File: src/rtl/hbridge_deadtime_gen.sv
// hbridge_deadtime_gen
//
// Gate-signal generator for N_CH full H-bridges. Each channel turns a 3-level
// command (+1 / 0 / -1) into four gate drives. A programmable dead interval is
// inserted on every level change. During that interval, legs that change are
// held off and legs that stay the same keep their value.
//
// Ports:
//   clk           system clock
//   rst           synchronous active-high reset
//   CE            clock enable; channel state advances only when high
//   deadtime      dead interval setting, interval = deadtime+1 enabled cycles
//   cmd           per-channel level code, channel i = cmd[2i+1:2i]
//                 (01 = +1, 00 = 0, 11 = -1, 10 = hold)
//   pol           per-channel mapping select (1 swaps the +1/-1 patterns)
//   fault         emergency shutdown request, level sensitive
//   fault_clr     clears the latched fault when fault is low
//   gate          channel i = gate[4i+3:4i] = {A_hi, A_lo, B_hi, B_lo}
//   busy          channel i is in OFF or DEAD
//   fault_latched fault latch state
//
// Build option:
//   HBG_FAULT_EN  when defined, enables the fault latch. When undefined,
//                 fault/fault_clr are ignored and fault_latched is tied to 0.
//
// gate and busy are registered. There is no combinational path from cmd, pol
// or fault to the outputs.
module hbridge_deadtime_gen #(
  parameter int unsigned N_CH = 2,
  parameter int unsigned DT_W = 8
) (
  input  logic                clk,
  input  logic                rst,
  input  logic                CE,
  input  logic [DT_W-1:0]     deadtime,
  input  logic [2*N_CH-1:0]   cmd,
  input  logic [N_CH-1:0]     pol,
  input  logic                fault,
  input  logic                fault_clr,
  output logic [4*N_CH-1:0]   gate,
  output logic [N_CH-1:0]     busy,
  output logic                fault_latched
);

  typedef enum logic [1:0] {StOff, StDead, StSteady} ch_state_e;

  localparam logic [1:0] LvlPos   = 2'b01;
  localparam logic [1:0] LvlZero  = 2'b00;
  localparam logic [1:0] LvlNeg   = 2'b11;
  localparam logic [1:0] CodeHold = 2'b10;

  // Level pattern {A_hi, A_lo, B_hi, B_lo}; sec selects the swapped mapping.
  function automatic logic [3:0] level_pat(input logic [1:0] lvl, input logic sec);
    logic [3:0] p;
    case (lvl)
      LvlPos:  p = sec ? 4'b1001 : 4'b0110;
      LvlNeg:  p = sec ? 4'b0110 : 4'b1001;
      default: p = 4'b0101;
    endcase
    return p;
  endfunction

  logic fault_hold; // latched fault: keep every channel in OFF
  logic fault_kill; // force every channel to OFF on this edge

`ifdef HBG_FAULT_EN
  logic fault_latched_q;

  // Fault path runs every clock, independent of CE; fault beats fault_clr.
  always_ff @(posedge clk) begin
    if (rst) begin
      fault_latched_q <= 1'b0;
    end else if (fault) begin
      fault_latched_q <= 1'b1;
    end else if (fault_clr) begin
      fault_latched_q <= 1'b0;
    end
  end

  assign fault_hold    = fault_latched_q;
  assign fault_kill    = fault;
  assign fault_latched = fault_latched_q;
`else
  logic unused_fault;
  assign unused_fault  = fault ^ fault_clr;
  assign fault_hold    = 1'b0;
  assign fault_kill    = 1'b0;
  assign fault_latched = 1'b0;
`endif

  for (genvar i = 0; i < int'(N_CH); i++) begin : g_ch
    ch_state_e       st_q;
    logic [1:0]      lvl_q;
    logic [1:0]      tgt_lvl_q;
    logic [3:0]      pat_q;      // pattern of the current steady level
    logic [3:0]      tgt_pat_q;  // pattern captured when the transition started
    logic [3:0]      gate_q;
    logic            busy_q;
    logic [DT_W-1:0] cnt_q;

    logic [1:0] cmd_ch;
    logic       cmd_valid;
    logic [1:0] boot_lvl;
    logic [3:0] new_pat;
    logic [3:0] boot_pat;

    assign cmd_ch    = cmd[2*i +: 2];
    assign cmd_valid = (cmd_ch != CodeHold);
    assign boot_lvl  = cmd_valid ? cmd_ch : LvlZero;
    // pol is only sampled here, when a target is captured. A pol change
    // therefore takes effect through the next transition.
    assign new_pat   = level_pat(cmd_ch, pol[i]);
    assign boot_pat  = level_pat(boot_lvl, pol[i]);

    always_ff @(posedge clk) begin
      if (rst || fault_kill) begin
        st_q      <= StOff;
        lvl_q     <= LvlZero;
        tgt_lvl_q <= LvlZero;
        pat_q     <= 4'b0000;
        tgt_pat_q <= 4'b0000;
        gate_q    <= 4'b0000;
        busy_q    <= 1'b1;
        cnt_q     <= '0;
      end else if (CE && !fault_hold) begin
        case (st_q)
          StOff: begin
            // The OFF cycle counts as the first blank cycle. This makes
            // bootstrap take deadtime+1 enabled cycles, the same as a
            // normal transition.
            tgt_lvl_q <= boot_lvl;
            tgt_pat_q <= boot_pat;
            if (deadtime == '0) begin
              st_q   <= StSteady;
              lvl_q  <= boot_lvl;
              pat_q  <= boot_pat;
              gate_q <= boot_pat;
              busy_q <= 1'b0;
              cnt_q  <= '0;
            end else begin
              st_q   <= StDead;
              gate_q <= 4'b0000;
              busy_q <= 1'b1;
              cnt_q  <= DT_W'(1);
            end
          end
          StSteady: begin
            if (cmd_valid && (cmd_ch != lvl_q)) begin
              st_q      <= StDead;
              tgt_lvl_q <= cmd_ch;
              tgt_pat_q <= new_pat;
              // Changing legs go fully off; unchanged legs keep driving.
              gate_q    <= pat_q & new_pat;
              busy_q    <= 1'b1;
              cnt_q     <= '0;
            end
          end
          StDead: begin
            // >= so a lowered deadtime ends the interval at once, with no wrap.
            if (cnt_q >= deadtime) begin
              st_q   <= StSteady;
              lvl_q  <= tgt_lvl_q;
              pat_q  <= tgt_pat_q;
              gate_q <= tgt_pat_q;
              busy_q <= 1'b0;
              cnt_q  <= '0;
            end else begin
              cnt_q <= cnt_q + DT_W'(1);
            end
          end
          default: begin
            st_q   <= StOff;
            gate_q <= 4'b0000;
            busy_q <= 1'b1;
            cnt_q  <= '0;
          end
        endcase
      end
    end

    assign gate[4*i +: 4] = gate_q;
    assign busy[i]        = busy_q;
  end

endmodule
File: config.mk
export PLATFORM = sky130hd
export DESIGN_NAME = hbridge_deadtime_gen
export DESIGN_NICKNAME = d
export VERILOG_FILES = /design/src/rtl/hbridge_deadtime_gen.sv
export SDC_FILE = /design/constraint.sdc
export NUM_CORES = 1
export LEC_CHECK = 0
export ABC_AREA = 1
export CAP_MARGIN = 10
export CORE_UTILIZATION = 44
export CTS_CLUSTER_DIAMETER = 40
export DETAILED_ROUTE_END_ITERATION = 8
export PLACE_DENSITY_LB_ADDON = 0.08
export SLEW_MARGIN = 20
export SYNTH_ARGS = -nofsm -noshare
export SYNTH_HDL_FRONTEND = slang
export SYNTH_SLANG_ARGS = --single-unit
File: constraint.sdc
create_clock -name clk -period 2.1 [get_ports clk]
set_clock_uncertainty 0.05 [all_clocks]
set_input_delay 0.525 -clock clk [delete_from_list [all_inputs] [get_ports clk]]
set_output_delay 0.525 -clock clk [all_outputs]
set_load 0.01 [all_outputs]
==> results of run 1 <==
==> worst max path at each step <==
stage               slack, ns   startpoint                        endpoint
finish                   0.07  deadtime[7]   g_ch[0].lvl_q[1]$_SDFFE_PP0P_
global route           -0.006  deadtime[7]  g_ch[0].gate_q[2]$_SDFFE_PP0P_
CTS                     0.003  deadtime[7]   g_ch[0].cnt_q[3]$_SDFFE_PP0P_
detailed placement      -0.36  deadtime[3]   g_ch[1].pat_q[1]$_SDFFE_PP0P_
global placement        -0.33  deadtime[1]   g_ch[1].pat_q[1]$_SDFFE_PP0P_
floorplan                0.28  deadtime[3]     g_ch[1].busy_q$_SDFFE_PP1P_
==> tightest hold or removal path: stages (launching register included) <==
cell     delay, ns
dfxtp_1       0.32
nand2_1       0.06
a21oi_1       0.05
==> power breakdown <==
part / total (mW) / internal (mW) / switching (mW)
sequential: 1.12 / 1.08 / 0.0422
clock: 0.732 / 0.358 / 0.374
combinational: 0.520 / 0.213 / 0.307
==> final cells by class <==
| cell class | instances | area share [%] |
|---|---|---|
| clock buffer | 5 | 1.711 |
| clock inverter | 3 | 1.089 |
| inverter | 66 | 6.159 |
| multi-input combinational | 373 | 47.87 |
| sequential | 54 | 26.87 |
| tap | 99 | 3.079 |
| timing repair buffer | 58 | 13.22 |
==> kinds of logic (layout without fill, tap and decap cells) <==
group | after synthesis | in the layout | share of synthesized area (%)
AO/OA/AOI/OAI | 74 | 74 | 11.81
other | 1 | 1 | 0.1142
adder cells (fa/ha/maj) | 18 | 18 | 6.857
flip-flops | 54 | 54 | 32.91
AND/OR/NAND/NOR | 280 | 280 | 37.07
buffers and inverters | 85 | 132 | 11.24
==> sequential cells by signal (all words and copies together) (netlist names) <==
signal	flops
g_ch.tgt_pat_q	8
g_ch.cnt_q	16
g_ch.gate_q	8
g_ch.lvl_q	4
g_ch.busy_q	2
g_ch.st_q	4
g_ch.pat_q	8
g_ch.tgt_lvl_q	4
==> per-layer routing <==
| metal | vias up | share of wire, % | wire [um] |
|---|---|---|---|
| met4 | 0 | 1.1 | 83 |
| met2 | 46 | 45 | 3450 |
| met1 | 1422 | 51 | 3874 |
| li1 | 1734 | - | - |
| met3 | 8 | 3.3 | 252 |
| met5 | - | 0 | 0 |
==> stage by stage <==
stage	area (um^2)	power, mW	instances	TNS [ns]	util (%)
2_1_floorplan	3284	1.472	512	0	-
3_3_place_gp	3800	1.640	650	-10.17	52.67
3_5_place_dp	3800	1.647	650	-10.90	52.67
4_1_cts	3915	2.376	658	0	54.27
5_1_grt	4023	2.509	658	-0.006272	55.76
6_report	4023	2.376	658	0	55.76
==> cell usage after synthesis (all sizes together) <==
master and n:
ha 18, nor3 5, o21ai 41, inv 65, o21bai 2, o21a 2
nand2 143, nand3 67, conb 1, buf 14, and2 1, dfxtp 54
nor2 56, a21oi 29, clkinv 1, clkbuf 5, nand3b 1, or2 1
nor4 1, nand4 5
==> timing repair <==
action | in CTS | in global routing
gates resized for setup | 1 | 29
setup buffers | 0 | 0
setup endpoints to repair | 4 | 38
hold buffers | 0 | 0
pin swaps | 0 | 6
endpoints found under the hold margin | 0 | 0
==> placed cells by master (no fill, tap or decap), types with 2 or more instances in the layout <==
cell type,netlist,final
nand2_1,134,130
nand3_1,66,65
dfxtp_1,54,54
inv_1,60,52
nor2_1,52,52
o21ai_0,38,38
buf_4,5,30
a21oi_1,27,24
clkdlybuf4s50_1,0,20
ha_1,18,14
inv_2,5,13
nand2_2,8,9
dlymetal6s2s_1,0,6
a21oi_2,2,5
nand4_1,5,5
clkbuf_8,0,5
nand2_4,1,4
nor3_1,4,4
ha_4,0,4
nor2_2,3,3
o21ai_1,3,3
nand3_2,1,2
o21bai_1,2,2
o21a_1,2,2
==> results by stage, run 1 <==
Finish:
- The multi-input combinational cells in the finished layout cover a total of 1926 um^2.
- Counting the fill cells in the layout gives 768.
- The antenna diode count is 0.
- In the final layout, the share of cells above drive strength 1 is 14.85%.
- Summing all flip-flop and latch instances after layout gives 1081 um^2.
- For this run, the post-layout net count is 595.
- The post-synthesis to final-layout area growth is 22.48%.

Logic synthesis:
- Yosys printed 0 warnings.
- By area the synthesized netlist is led by dfxtp_1, nand2_1, nand3_1.
- For this run, the register share of the synthesized area comes to 32.91%.
- After synthesis the cells add up to 3284 um^2.
- The area share of the leading cell type in the synthesized netlist is 32.91%.
- The number of nets produced by synthesis is 549.
- The synthesized netlist cell count is 512.
- The synthesized area per cell is 6.415 um^2.
- After synthesis, the netlist uses 33 different library cells.
- The biggest area consumer among synthesized cells is dfxtp_1.
- The synthesized flop and latch total is 54.

Critical path:
- The critical path buffer and inverter count is 5.
- The worst path required time is 2.28 ns.
- The sort of element at the start of the critical path is an input pin.
- The endpoint class of the critical path is a register.
- The capture point of the worst reg-to-reg path is g_ch[1].pat_q[1]$_SDFFE_PP0P_.
- The signal on the critical path passes through clkdlybuf4s50_1 > inv_2 > ha_1 > nand2_1 > inv_1 > nand2_1 > nand3_1 > inv_2 > nand2_4 > buf_4 > a21oi_1 > nor2_1.
- For this run, the slowest stage of the critical path takes 0.50 ns.
- The number of cells on the critical path is 12.
- The top cell family by delay on the critical path is buffers and inverters.
- At the worst endpoint, the arrival time is 2.21 ns.
- The number of cell instances on the worst register-to-register path is 12.
- The slowest stage of the critical path belongs to the cell clkdlybuf4s50_1.
- Across all register-to-register paths, the minimum setup slack is 0.38 ns.
- The worst register-to-register path begins at g_ch[1].cnt_q[0]$_SDFFE_PP0P_.
- The worst setup path is of the in -> reg kind.
- The critical-path maximum fanout is 7.

STA:
- Setup violations remaining at the end of the flow were counted as 0.
- The worst hold-check slack is 0.4258 ns.
- For this run, the top clock speed supported by timing is 491.4 MHz.
- In the post-route analysis, the smallest setup slack over all paths is 0.06505 ns.
- The max-slew violation total from the final report is 0.
- Dividing the final minimum period by the clock period gives 96.90%.
- The count of final hold-check violations is 0.
- The post-route minimum period is 2.035 ns.

Floorplanning:
- The region available for standard cell placement spans 7214 um^2.
- The starting density of the core is 45.53%.
- The die covers 7814 um^2.
- The die is 88.40 um tall.
- 30 I/O pins were placed.
- The site row count is 31.
- The horizontal die dimension is 88.40 um.

Detailed routing:
- The routed layout has 3210 vias.
- Before antenna repair, the detailed router went through 4 iterations.
- The first-iteration detailed-routing DRC count is 153.
- The DRC violation count after routing is 0.
- The detailed-route vias per instance is 4.878.
- In the final routed layout, each cell accounts on average for 11.64 um.
- In this run the remaining antenna-violating nets after routing total 0.
- Wires add up to 7660 um.

Clock tree:
- The deepest clock path buffer count is 2.
- The later pin in the worst-skew pair is clocked with a latency of 0.32 ns.
- For this design, the sink count on the clock tree is 54.
- TritonCTS built the clock tree.
- The clock-pin slew reported for the worst setup and hold paths after clock tree synthesis is 0.11 ns.
- The number of clock buffers added by TritonCTS is 5.
- CTS placed an instance of clkbuf_8 at the clock tree root.
- The H-tree generated during clock tree synthesis spans 2 levels.

Placed design:
- The count of buffers added on input and output ports is 26.
- The HPWL after detailed placement is 5721 um.
- Routability-driven placement finished with a final weighted congestion of 0.8296.
- The worst setup timing slack at the placement stage is -0.3553 ns.

Global route:
- Global routing used 20.65% of the available tracks.
- The wire length of the first global-routing pass is 12780 um.
- In the global route stage, met1 resource usage came out at 27.57%.
- The via count of the first global-routing pass is 2876.
- The met2 track demand over resource in global routing is 34.90%.
- The layer flagged by global routing as most heavily used is met2.
- Entering global routing, the biggest net connects 33 pins.
- The global-route track usage on met3 is 2.892%.
- For this run the aggregate overflow at the end of global routing stands at 0.
- The initial antenna violation count came to 0.

Worst hold path:
- For hold timing, the worst endpoint is g_ch[1].tgt_pat_q[3]$_SDFFE_PP0P_.
- The number of cells on the worst hold path is 2.
- In this run the most critical hold path is launched from g_ch[1].tgt_pat_q[3]$_SDFFE_PP0P_.
- The path category of the worst min-delay check is reg -> reg.

Flow run:
- Max-cap violations in this run came to 0.

Power and ir drop:
- The leakage component of the power is 1.852 nW.
- The worst-case IR drop observed on VDD is 272.8 uV.
- The power density of the placed cells is 590.6 nW/um^2.

Run status:
- The flow ran to the end, and the final reports show no timing, DRC or antenna violations.
(Power assumes the default switching activity.)
==> inputs of run 2 (changes only) <==
--- a/config.mk
+++ b/config.mk
@@ -7,7 +7,7 @@
 export LEC_CHECK = 0
 export ABC_AREA = 1
 export CAP_MARGIN = 10
-export CORE_UTILIZATION = 44
+export CORE_UTILIZATION = 55
 export CTS_CLUSTER_DIAMETER = 40
 export DETAILED_ROUTE_END_ITERATION = 8
 export PLACE_DENSITY_LB_ADDON = 0.08
==> run 2 against run 1 <==
Against the previous run: non-clock buffer count fell by 3; via count rose by 2.7%; sequential cell count unchanged; cell area down 0.53%; maximum frequency is 2.1% higher; combinational power hardly changed; sequential power is essentially flat; register-to-register slack got worse by 0.07 ns; die area decreased by 20%; critical path type unchanged; critical endpoint is now g_ch[1].pat_q[2]$_SDFFE_PP0P_; largest power group unchanged.
==> results by stage, run 2 (same netlist as run 1, synthesis figures left out) <==
Run status:
- Run status: finished clean (unchanged).

Global route:
- The largest net degree at the start of global routing is 33 (unchanged).
- The via count of the first global-routing pass is 2899 (was 2876).
- The initial antenna violation count is 0 (unchanged).
- The total grt overflow is 0 (unchanged).
- The global router's overall resource usage was 25.16% (was 20.65%).
- The wire length of the first global-routing pass is 12600 um (was 12780 um).

Floorplanning:
- The die outline height was 79.28 um (was 88.40 um).
- The die area is 6285 um^2 (was 7814 um^2).
- The area of the core is 5642 um^2 (was 7214 um^2).
- The I/O pin total is 30 (unchanged).
- The site row count is 27 (was 31).
- The starting density of the core was 58.22% (was 45.53%).
- The horizontal die dimension is 79.28 um (was 88.40 um).

Clock tree:
- The clock tree from TritonCTS was done (unchanged).
- The clock-pin slew reported for the worst setup and hold paths after clock tree synthesis is 0.10 ns (was 0.11 ns).
- The post-CTS setup repair buffer count came to 0 (unchanged).
- The deepest clock path buffer count was 2 (unchanged).
- The total number of clock tree sinks came to 54 (unchanged).
- The H-tree depth reported by CTS was 2 (unchanged).
- The number of buffers created by CTS is 5 (unchanged).
- The CTS root buffer is clkbuf_8 (unchanged).
- The later-pin clock latency in the skew report was 0.31 ns (was 0.32 ns).

Detailed routing:
- The first-iteration detailed-routing DRC count is 155 (was 153).
- The per-cell routed wire length was 12.10 um (was 11.64 um).
- The total length of routed wires is 7596 um (was 7660 um).
- The number of optimization iterations in the first detailed-route pass was 4 (unchanged).
- The number of routed nets with antenna violations is 0 (unchanged).
- The detailed-route vias per instance is 5.250 (was 4.878).
- The DRC violation count after routing is 0 (unchanged).
- The via count was 3297 (was 3210).

Critical path:
- The critical path buffer and inverter count is 3 (was 5).
- The category of the most critical setup path was in -> reg (unchanged).
- The top cell family by delay on the critical path is buffers and inverters (unchanged).
- The worst path required time is 2.30 ns (was 2.28 ns).
- The critical-path maximum fanout came to 8 (was 7).
- The cell with the largest stage delay on the worst path is clkdlybuf4s50_1 (unchanged).
- The endpoint class of the critical path is a register (unchanged).
- The longest individual stage delay on the worst path is 0.49 ns (was 0.50 ns).
- Critical Path, Cell by Cell: clkdlybuf4s50_1 > inv_2 > ha_4 > nand2_1 > nor2_1 > nor2_1 > nand2_2 > nand3_2 > buf_6 > nand2_1 > nand2_1 > nor2_1 (was clkdlybuf4s50_1 > inv_2 > ha_1 > nand2_1 > inv_1 > nand2_1 > nand3_1 > inv_2 > nand2_4 > buf_4 > a21oi_1 > nor2_1).
- The arrival time at the worst endpoint is 2.20 ns (was 2.21 ns).
- The sort of element at the start of the critical path is an input pin (unchanged).

Placed design:
- The routability congestion estimate came to 0.8929 (was 0.8296).
- The half-perimeter wire length after placement is 5500 um (was 5721 um).
- The cell area reported after detailed placement is 3744 um^2 (was 3800 um^2).
- The worst setup timing slack at the placement stage is -0.4107 ns (was -0.3553 ns).
- The number of buffers inserted by port buffering is 26 (unchanged).

Finish:
- The fill cell total of the finished layout is 508 (was 768).
- The flip-flop count of the largest register, all copies and words added is 16 (unchanged).
- Leading cell types in the layout, fill and taps excluded: nand2_1, nand3_1, dfxtp_1 (unchanged).
- The post-synthesis to final-layout area growth is 21.83% (was 22.48%).
- The share of layout cells above drive strength 1 is 14.03% (was 14.85%).
- The register with the highest flop count is g_ch.cnt_q (unchanged).
- The final instance area is 4001 um^2 (was 4023 um^2).
- The antenna diode count is 0 (unchanged).
- The leading cell type in the layout, fill and taps excluded was nand2_1 (unchanged).
- The net count of the finished layout is 592 (was 595).

STA:
- The highest achievable clock rate is 501.7 MHz (was 491.4 MHz).
- The count of final setup violators is 0 (unchanged).
- The count of final hold-check violations came to 0 (unchanged).
- The max-slew violation total from the final report is 0 (unchanged).
- The post-route minimum period is 1.993 ns (was 2.035 ns).
- The worst hold-check slack is 0.4211 ns (was 0.4258 ns).
- The final cycle utilization of the critical path is 94.92% (was 96.90%).
- The setup slack after layout came to 0.1066 ns (was 0.06505 ns).

Power and ir drop:
- The leakage component of the power came to 1.826 nW (was 1.852 nW).
- The peak supply drop is 342.0 uV (was 272.8 uV).
- The power density of the placed cells is 624.5 nW/um^2 (was 590.6 nW/um^2).
- The power after layout is 2.499 mW (was 2.376 mW).

Worst hold path:
- The path category of the worst min-delay check was reg -> reg (unchanged).

Flow run:
- The number of maximum-capacitance violations is 0 (unchanged).
==> run 2: cell type report <==
class	count	area [um^2]	area share (%)
Clock inverter	2	60.06	1.501
Multi-Input combinational cell	373	1936	48.37
Clock buffer	6	82.58	2.064
Sequential cell	54	1081	27.02
Inverter	66	247.7	6.191
Timing Repair Buffer	55	504.2	12.60
Tap cell	72	90.09	2.251
==> run 2: per-stage QoR <==
step / setup TNS (ns) / utilization, % / cells
after floorplan: 0 / - / 512
after global placement: -9.529 / 66.36 / 620
after detailed placement: -10.72 / 66.36 / 620
after CTS: 0 / 69.02 / 628
after global routing: -0.006701 / 70.92 / 628
final: 0 / 70.92 / 628
==> run 2: routing by layer <==
layer  GRT usage, %  wire [um]
met5              0          0
met3          4.368        358
met4          7.091        102
met1          32.08       3529
met2          43.28       3605
==> run 2: tightest hold or removal path, stage by stage (launching register included) <==
cell and delay (ns):
dfxtp_1 0.32, nand2_1 0.06, a21oi_1 0.05
==> run 2: path summary, 6_finish.rpt <==
kind / startpoint / end / slack, ns / cells past startpoint
max: deadtime[7] / g_ch[1].pat_q[2]$_SDFFE_PP0P_ / 0.11 / 12
max reg2reg: g_ch[1].cnt_q[0]$_SDFFE_PP0P_ / g_ch[1].pat_q[2]$_SDFFE_PP0P_ / 0.31 / 13
min reg2reg: g_ch[0].tgt_pat_q[3]$_SDFFE_PP0P_ / g_ch[0].tgt_pat_q[3]$_SDFFE_PP0P_ / 0.42 / 2
min: g_ch[0].tgt_pat_q[3]$_SDFFE_PP0P_ / g_ch[0].tgt_pat_q[3]$_SDFFE_PP0P_ / 0.42 / 2
==> run 2: timing repair <==
action                                  4_1_cts  5_1_grt
gates resized for setup                       2       23
endpoints found under the setup margin        7       39
pin swaps                                     0       18
hold buffers                                  0        0
==> run 2: where the power goes <==
| group | leakage, nW | total (mW) | switching [mW] | internal (mW) |
|---|---|---|---|---|
| registers | 0.440 | 1.12 | 0.0423 | 1.08 |
| clock network | 0.0714 | 0.858 | 0.350 | 0.508 |
| logic | 1.31 | 0.517 | 0.307 | 0.209 |
| total | 1.83 | 2.50 | 0.699 | 1.80 |
==> inputs of run 3 (changes only) <==
--- a/config.mk
+++ b/config.mk
@@ -11,7 +11,6 @@
 export CTS_CLUSTER_DIAMETER = 40
 export DETAILED_ROUTE_END_ITERATION = 8
 export PLACE_DENSITY_LB_ADDON = 0.08
-export SLEW_MARGIN = 20
 export SYNTH_ARGS = -nofsm -noshare
 export SYNTH_HDL_FRONTEND = slang
 export SYNTH_SLANG_ARGS = --single-unit
==> results of run 3 <==
Final layout, timing and power as in run 2 (identical DEF).
